### src/rtl/pipe_stage_slot_pkg.sv
// Shared widths, sideband field layout and reset value for the pipeline-stage slots.
// Every stage currently carries the same payload and {pc, BD} sideband widths.
package pipe_stage_slot_pkg;

  localparam int PIPE_DATA_W = 192;
  localparam int PIPE_SIDE_W = 33;

  // Sideband layout: {pc[31:0], BD}
  localparam int PC_LSB = 1;
  localparam int BD_BIT = 0;

  localparam logic [PIPE_SIDE_W-1:0] PIPE_SIDE_RST = '0;

  typedef enum logic [1:0] {
    STAGE_IF_ID,
    STAGE_ID_EX,
    STAGE_EX_MEM,
    STAGE_MEM_WB
  } pipe_stage_e;

  function automatic logic [PIPE_SIDE_W-1:0] pack_side(input logic [31:0] pc, input logic bd);
    logic [PIPE_SIDE_W-1:0] s;
    s = '0;
    s[PC_LSB +: 32] = pc;
    s[BD_BIT] = bd;
    return s;
  endfunction

endpackage

### src/rtl/pipe_stage_slot_entry.sv
// One {valid, data, side} storage entry of a pipeline slot.
// The three fields have independent load enables; clear only affects valid.
module pipe_stage_slot_entry
  import pipe_stage_slot_pkg::*;
#(
  parameter int                DATA_W   = PIPE_DATA_W,
  parameter int                SIDE_W   = PIPE_SIDE_W,
  parameter logic [SIDE_W-1:0] SIDE_RST = PIPE_SIDE_RST
) (
  input  logic              clk,
  input  logic              reset,
  input  logic              clear,
  input  logic              valid_load,
  input  logic              valid_in,
  input  logic              data_load,
  input  logic [DATA_W-1:0] data_in,
  input  logic              side_load,
  input  logic [SIDE_W-1:0] side_in,
  output logic              valid,
  output logic [DATA_W-1:0] data,
  output logic [SIDE_W-1:0] side
);

  // clear beats valid_load so a flush always empties the entry
  always_ff @(posedge clk or negedge reset) begin
    if (!reset) begin
      valid <= 1'b0;
      data  <= '0;
      side  <= SIDE_RST;
    end else begin
      if (clear) begin
        valid <= 1'b0;
      end else if (valid_load) begin
        valid <= valid_in;
      end
      if (data_load) begin
        data <= data_in;
      end
      if (side_load) begin
        side <= side_in;
      end
    end
  end

endmodule

### src/rtl/pipe_stage_slot.sv
// Generic pipeline-stage register with valid/allowin handshake, ready_go and flush.
// Define PIPE_SKID_EN to add a skid entry and make in_allowin a pure flop output.
module pipe_stage_slot
  import pipe_stage_slot_pkg::*;
#(
  parameter int                DATA_W   = PIPE_DATA_W,
  parameter int                SIDE_W   = PIPE_SIDE_W,
  parameter logic [SIDE_W-1:0] SIDE_RST = PIPE_SIDE_RST
) (
  input  logic              clk,
  input  logic              reset,
  input  logic              flush,
  input  logic              in_valid,
  output logic              in_allowin,
  input  logic [DATA_W-1:0] in_data,
  input  logic [SIDE_W-1:0] in_side,
  input  logic              ready_go,
  input  logic              out_allowin,
  output logic              out_valid,
  output logic              out_fire,
  output logic [DATA_W-1:0] out_data,
  output logic [SIDE_W-1:0] out_side,
  output logic [1:0]        occ
);

  logic              head_valid;
  logic [DATA_W-1:0] head_data;
  logic [SIDE_W-1:0] head_side;
  logic              head_take;
  logic              accept;

  assign out_fire  = head_valid & ready_go & out_allowin;
  assign head_take = ~head_valid | out_fire;
  assign accept    = in_valid & in_allowin & ~flush;

  assign out_valid = head_valid;
  assign out_data  = head_data;
  assign out_side  = head_side;

`ifdef PIPE_SKID_EN
  logic              skid_valid;
  logic [DATA_W-1:0] skid_data;
  logic [SIDE_W-1:0] skid_side;
  logic              skid_load;

  assign in_allowin = ~skid_valid;
  assign skid_load  = accept & ~head_take;
  assign occ        = {1'b0, head_valid} + {1'b0, skid_valid};

  // When the head frees up, an older beat parked in the skid entry always goes first
  pipe_stage_slot_entry #(
    .DATA_W   (DATA_W),
    .SIDE_W   (SIDE_W),
    .SIDE_RST (SIDE_RST)
  ) u_head (
    .clk        (clk),
    .reset      (reset),
    .clear      (flush),
    .valid_load (head_take),
    .valid_in   (skid_valid | in_valid),
    .data_load  (head_take & (skid_valid | accept)),
    .data_in    (skid_valid ? skid_data : in_data),
    .side_load  (head_take),
    .side_in    (skid_valid ? skid_side : in_side),
    .valid      (head_valid),
    .data       (head_data),
    .side       (head_side)
  );

  pipe_stage_slot_entry #(
    .DATA_W   (DATA_W),
    .SIDE_W   (SIDE_W),
    .SIDE_RST (SIDE_RST)
  ) u_skid (
    .clk        (clk),
    .reset      (reset),
    .clear      (flush | (head_take & skid_valid)),
    .valid_load (skid_load),
    .valid_in   (1'b1),
    .data_load  (skid_load),
    .data_in    (in_data),
    .side_load  (skid_load),
    .side_in    (in_side),
    .valid      (skid_valid),
    .data       (skid_data),
    .side       (skid_side)
  );
`else
  assign in_allowin = ~head_valid | (ready_go & out_allowin);
  assign occ        = {1'b0, head_valid};

  // Side follows in_allowin even for bubbles so a bubble's pc/BD stays reportable
  pipe_stage_slot_entry #(
    .DATA_W   (DATA_W),
    .SIDE_W   (SIDE_W),
    .SIDE_RST (SIDE_RST)
  ) u_head (
    .clk        (clk),
    .reset      (reset),
    .clear      (flush),
    .valid_load (in_allowin),
    .valid_in   (in_valid),
    .data_load  (accept),
    .data_in    (in_data),
    .side_load  (in_allowin),
    .side_in    (in_side),
    .valid      (head_valid),
    .data       (head_data),
    .side       (head_side)
  );
`endif

endmodule

### config.mk
export PLATFORM = sky130hd
export DESIGN_NAME = pipe_stage_slot
export DESIGN_NICKNAME = d
export VERILOG_FILES = /design/src/rtl/pipe_stage_slot_pkg.sv /design/src/rtl/pipe_stage_slot_entry.sv /design/src/rtl/pipe_stage_slot.sv
export SDC_FILE = /design/constraint.sdc
export NUM_CORES = 1
export LEC_CHECK = 0
export BUFFER_PORTS_ARGS = -buffer_cell sky130_fd_sc_hd__buf_2
export CELL_PAD_IN_SITES_DETAIL_PLACEMENT = 1
export CELL_PAD_IN_SITES_GLOBAL_PLACEMENT = 2
export CORE_AREA = 5 5 177 179
export CTS_CLUSTER_SIZE = 12
export DETAILED_ROUTE_END_ITERATION = 16
export DIE_AREA = 0 0 182 184
export HOLD_SLACK_MARGIN = 0.15
export PLACE_DENSITY = 0.93
export SLEW_MARGIN = 40
export SYNTH_ARGS = -nofsm -noshare
export SYNTH_HDL_FRONTEND = slang
export SYNTH_HIERARCHICAL = 1
export SYNTH_SLANG_ARGS = --single-unit
### constraint.sdc
create_clock -name clk -period 4.05 [get_ports clk]
set_clock_uncertainty 0.2 [all_clocks]
set_input_delay 0.81 -clock clk [delete_from_list [all_inputs] [get_ports clk]]
set_output_delay 0.81 -clock clk [all_outputs]
set_load 0.05 [all_outputs]
* Yosys cells after proc, flatten, opt, wreduce, memory -nomap -nowiden *
Cells that the tools add are included.

cells by class
  mux-type cells = 2
  bitwise gates (word level) = 8
  reductions and logical operators = 1

operators with widths
  kind                count
  1-bit bitwise AND   5
  1-bit two-way mux   2
  1-bit inverter      2
  2-bit nonzero test  1
  1-bit bitwise OR    1

storage, ports and cells
  register bits after elaboration = 226
  input bits = 231
  output and inout bits = 230
  word-level logic and storage cells = 14

* Depth between registers and ports, before layout *
  depth in word-level cells = 4
  depth in mapped cells = 5
  mapped depth without buffers = 4

* By module *
The synthesis kept the hierarchy.

modules (own cells, without submodules)
  module                 times used  cells an instance  area an instance (sq um)  sequential area each (sq um)
  pipe_stage_slot_entry  1           478                8,453.1                   5,655.4
  pipe_stage_slot        1           8                  47.5                      0.0

* Least setup slack after synthesis *
No wires, ideal clock.

  path type = input port to flip-flop
  from = in out_allowin
  to = reg u_head.side[10]
  library setup time = 0.125 ns
  arrival time = 2.064 ns
  data required time = 3.725 ns
  path slack = 1.662 ns
  stages = 5
  path through = nand2_1 > nand2_1 > buf_2 > buf_2 > mux2_2

between the ends
  word-level cells in the longest chain between the ends = 2

RTL lines
  item                    RTL line                     source
  start: declaration      pipe_stage_slot.sv:18        input logic out_allowin,
  1-bit bitwise AND       pipe_stage_slot.sv:89        assign in_allowin = ~head_valid | (ready_go & out_allowin);
  1-bit bitwise OR        pipe_stage_slot.sv:89
  named net in_allowin    pipe_stage_slot.sv:14        output logic in_allowin,
  end signal: assignment  pipe_stage_slot_entry.sv:40  side <= side_in;
  end: declaration        pipe_stage_slot_entry.sv:21  output logic [SIDE_W-1:0] side

The timed path passes the listed nets, and every way through them passes these cells.
A chain may end at the register's enable or synchronous reset.

* Final worst setup path *
  from = reg u_head.valid
  to = out out_fire

between the ends
  word-level cells in the longest chain between the ends = 2

RTL lines
  item                            RTL line                     source
  start: declaration              pipe_stage_slot_entry.sv:19  output logic valid,
  start signal: assignment        pipe_stage_slot_entry.sv:34  valid <= valid_in;
  1-bit bitwise AND (2 in a row)  pipe_stage_slot.sv:32        assign out_fire = head_valid & ready_go & out_allowin;
  end: declaration                pipe_stage_slot.sv:20        output logic out_fire,

No other way between the ends.

==> results.toml <==
[outcome]
status = "finished clean"

[min_path]
hold_end = "u_head/valid"
min_path_type = "input pin to register"
holdPathStages = 2
holdCritStartpoint = "flush"

[timing]
fmax_mhz = 392.5
rsz0062_at_grt = "false"
setup_slack_ns = 1.502
setup_viol = 0
period_share = 0.6290
fin_crit_ns = 2.548
whs_ns = 0.2361
slew_viol_final = 0
tns_ns = 0
hold_violations = 0

[floorplanning]
dieArea_um2 = 33490
die_w_um = 182
ios = 461
start_util = 0.2891
rows = 63
die_h_um = 184
coreArea_um2 = 29400

[critical_path]
r2r-end = "u_head/data[0]"
cp_max_fo = 6
r2r_cells = 3
timing.setup.critical_path_class = "register to output pin"
r2r_slack_ns = 2.08
start_kind = "register"
end_kind = "output pin"
cp.required_ns = 3.04
worstPathArrival_ns = 1.54
reg2reg_from = "u_head/valid"

[yosys]
syn-cell-area_um2 = 8501
yosysUniqueCellTypes = 12
synth.area.top_cells = "dfrtp_1, mux2_2, buf_6, buf_2, buf_4"
yosysSeqAreaShare = 0.6653
ys_ff_latch = 226
synth_area_per_cell_um2 = 17.49
ys_warn_count = 6
yosysTopAreaCell = "dfrtp_1"
synth_top_area_frac = 0.6653
synthCells = 486
synth_fp_nets = 717

[clocking]
h-tree-depth = 1
cts_setup_buffers = 0
numCtsBuffers = 26
holdBufCountCts = 1
path_clk_slew_ns = 0.06
clkLatencyLatePin_ns = 0.52
ctsLongestPathBuffers = 3
cts-resized-gates = 0
cts_tree = "yes"
ctsRootBufferMaster = "clkbuf_16"
clock_sinks = 226

[layout]
drive_above_1_share = 0.7564
area_growth_pct = 42.63
n_fill_cell = 3233
num_antenna_cells = 0
final_util = 0.4124
nets = 1189

[pwr]
total_leakage_power_nw = 5.904
power_density_nw_per_um2 = 640.6
peakVddDrop_uv = 363.8

[global_route]
antenna_found_initial = 1
grtUsageTotal = 0.1482
grt_pass1_wl_um = 39750
grt_pass1_vias = 6825
overflow = 0
grt_max_degree = 83

[routing]
wl_per_cell_um = 18.89
dr.first_iter.drc_count = 117
wl_um = 25830
drc = 0
ant_nets = 0
avgViaCountPerCell = 4.333
vias = 5923
firstDrtPassIters = 4

[placed_design]
dp_hpwl_um = 20030
gp_congestion = 0.7733
place.port_buffers = 459
place_ws_ns = 1.529

[run]
max-cap-violations = 0
## worst max-delay path by stage
| stage | start | endpoint | slack [ns] |
|---|---|---|---|
| floorplan | out_allowin | u_head/side[10] | 1.66 |
| global placement | out_allowin | u_head/data[159] | 1.55 |
| detailed placement | out_allowin | u_head/data[29] | 1.53 |
| CTS | u_head/valid | out_fire | 1.43 |
| global route | u_head/valid | out_fire | 1.39 |
| finish | u_head/valid | out_fire | 1.50 |
## power breakdown
group          switching [mW]  internal, mW  leakage, nW  total [mW]
clock network           0.906          1.57        0.461        2.48
logic                    1.81         0.656         2.79        2.46
registers               0.191          2.63         2.65        2.83
## stage by stage
stage               instance area (um2)  power [mW]  std cells
floorplan                          8501       4.625        486
global placement                  11160       5.291       1318
detailed placement                11190       5.354       1319
CTS                               12120       7.896       1367
global route                      12120       8.136       1367
finish                            12120       7.767       1367
## cells in the final DEF, fill, tap and decap left out
| cell type | n |
|---|---|
| a21oi_4 | 1 |
| and3_1 | 1 |
| buf_12 | 4 |
| buf_16 | 1 |
| buf_2 | 458 |
| buf_4 | 6 |
| buf_8 | 1 |
| bufinv_16 | 4 |
| clkbuf_1 | 4 |
| clkbuf_16 | 27 |
| clkbuf_8 | 6 |
| clkinv_2 | 6 |
| conb_1 | 1 |
| dfrtp_1 | 226 |
| dlygate4sd3_1 | 1 |
| mux2_2 | 225 |
| mux2i_1 | 1 |
| nand2_1 | 2 |
| nand2b_1 | 1 |
| nor2_1 | 1 |
## cells in the mapped netlist
library cell	instances
nand2_1	2
buf_2	5
buf_6	20
conb_1	1
nor2_1	1
a21oi_2	1
mux2_2	225
mux2i_1	1
and3_1	1
dfrtp_1	226
buf_4	2
nand2b_1	1
## layer usage
| metal | wire [um] | track usage |
|---|---|---|
| met1 | 9567 | 0.1691 |
| met2 | 12930 | 0.2615 |
| met3 | 2794 | 0.05896 |
| met4 | 518 | 0.03663 |
| met5 | 13 | 0 |
## logic make-up after synthesis
family	count (synthesis)	synth area share
muxes	226	0.2992
DFF	226	0.6653
buffers and inverters	27	0.03120
and+or+nand+nor	5	0.002797
AOI/OAI and AO/OA	1	0.001031
other	1	0.0004411
## worst max-delay path, cell delays in order (launching register included)
cell	delay, ns
dfrtp_1	0.50
and3_1	0.24
buf_2	0.27
## registers in the layout (all words and copies together) (netlist names)
register,cells
u_head/data,192
u_head/side,33
u_head/valid,1
## cell type report
cell class | instances | area (um2) | share of cell area
flip-flops and latches | 226 | 5655 | 0.4665
multi-input cells | 233 | 2587 | 0.2134
repair buffers | 471 | 2470 | 0.2037
clock buffers | 37 | 773.2 | 0.06378
well taps | 390 | 488.0 | 0.04025
clock inverters | 10 | 150.1 | 0.01238
No activity file was read; power rests on OpenSTA's default activity.
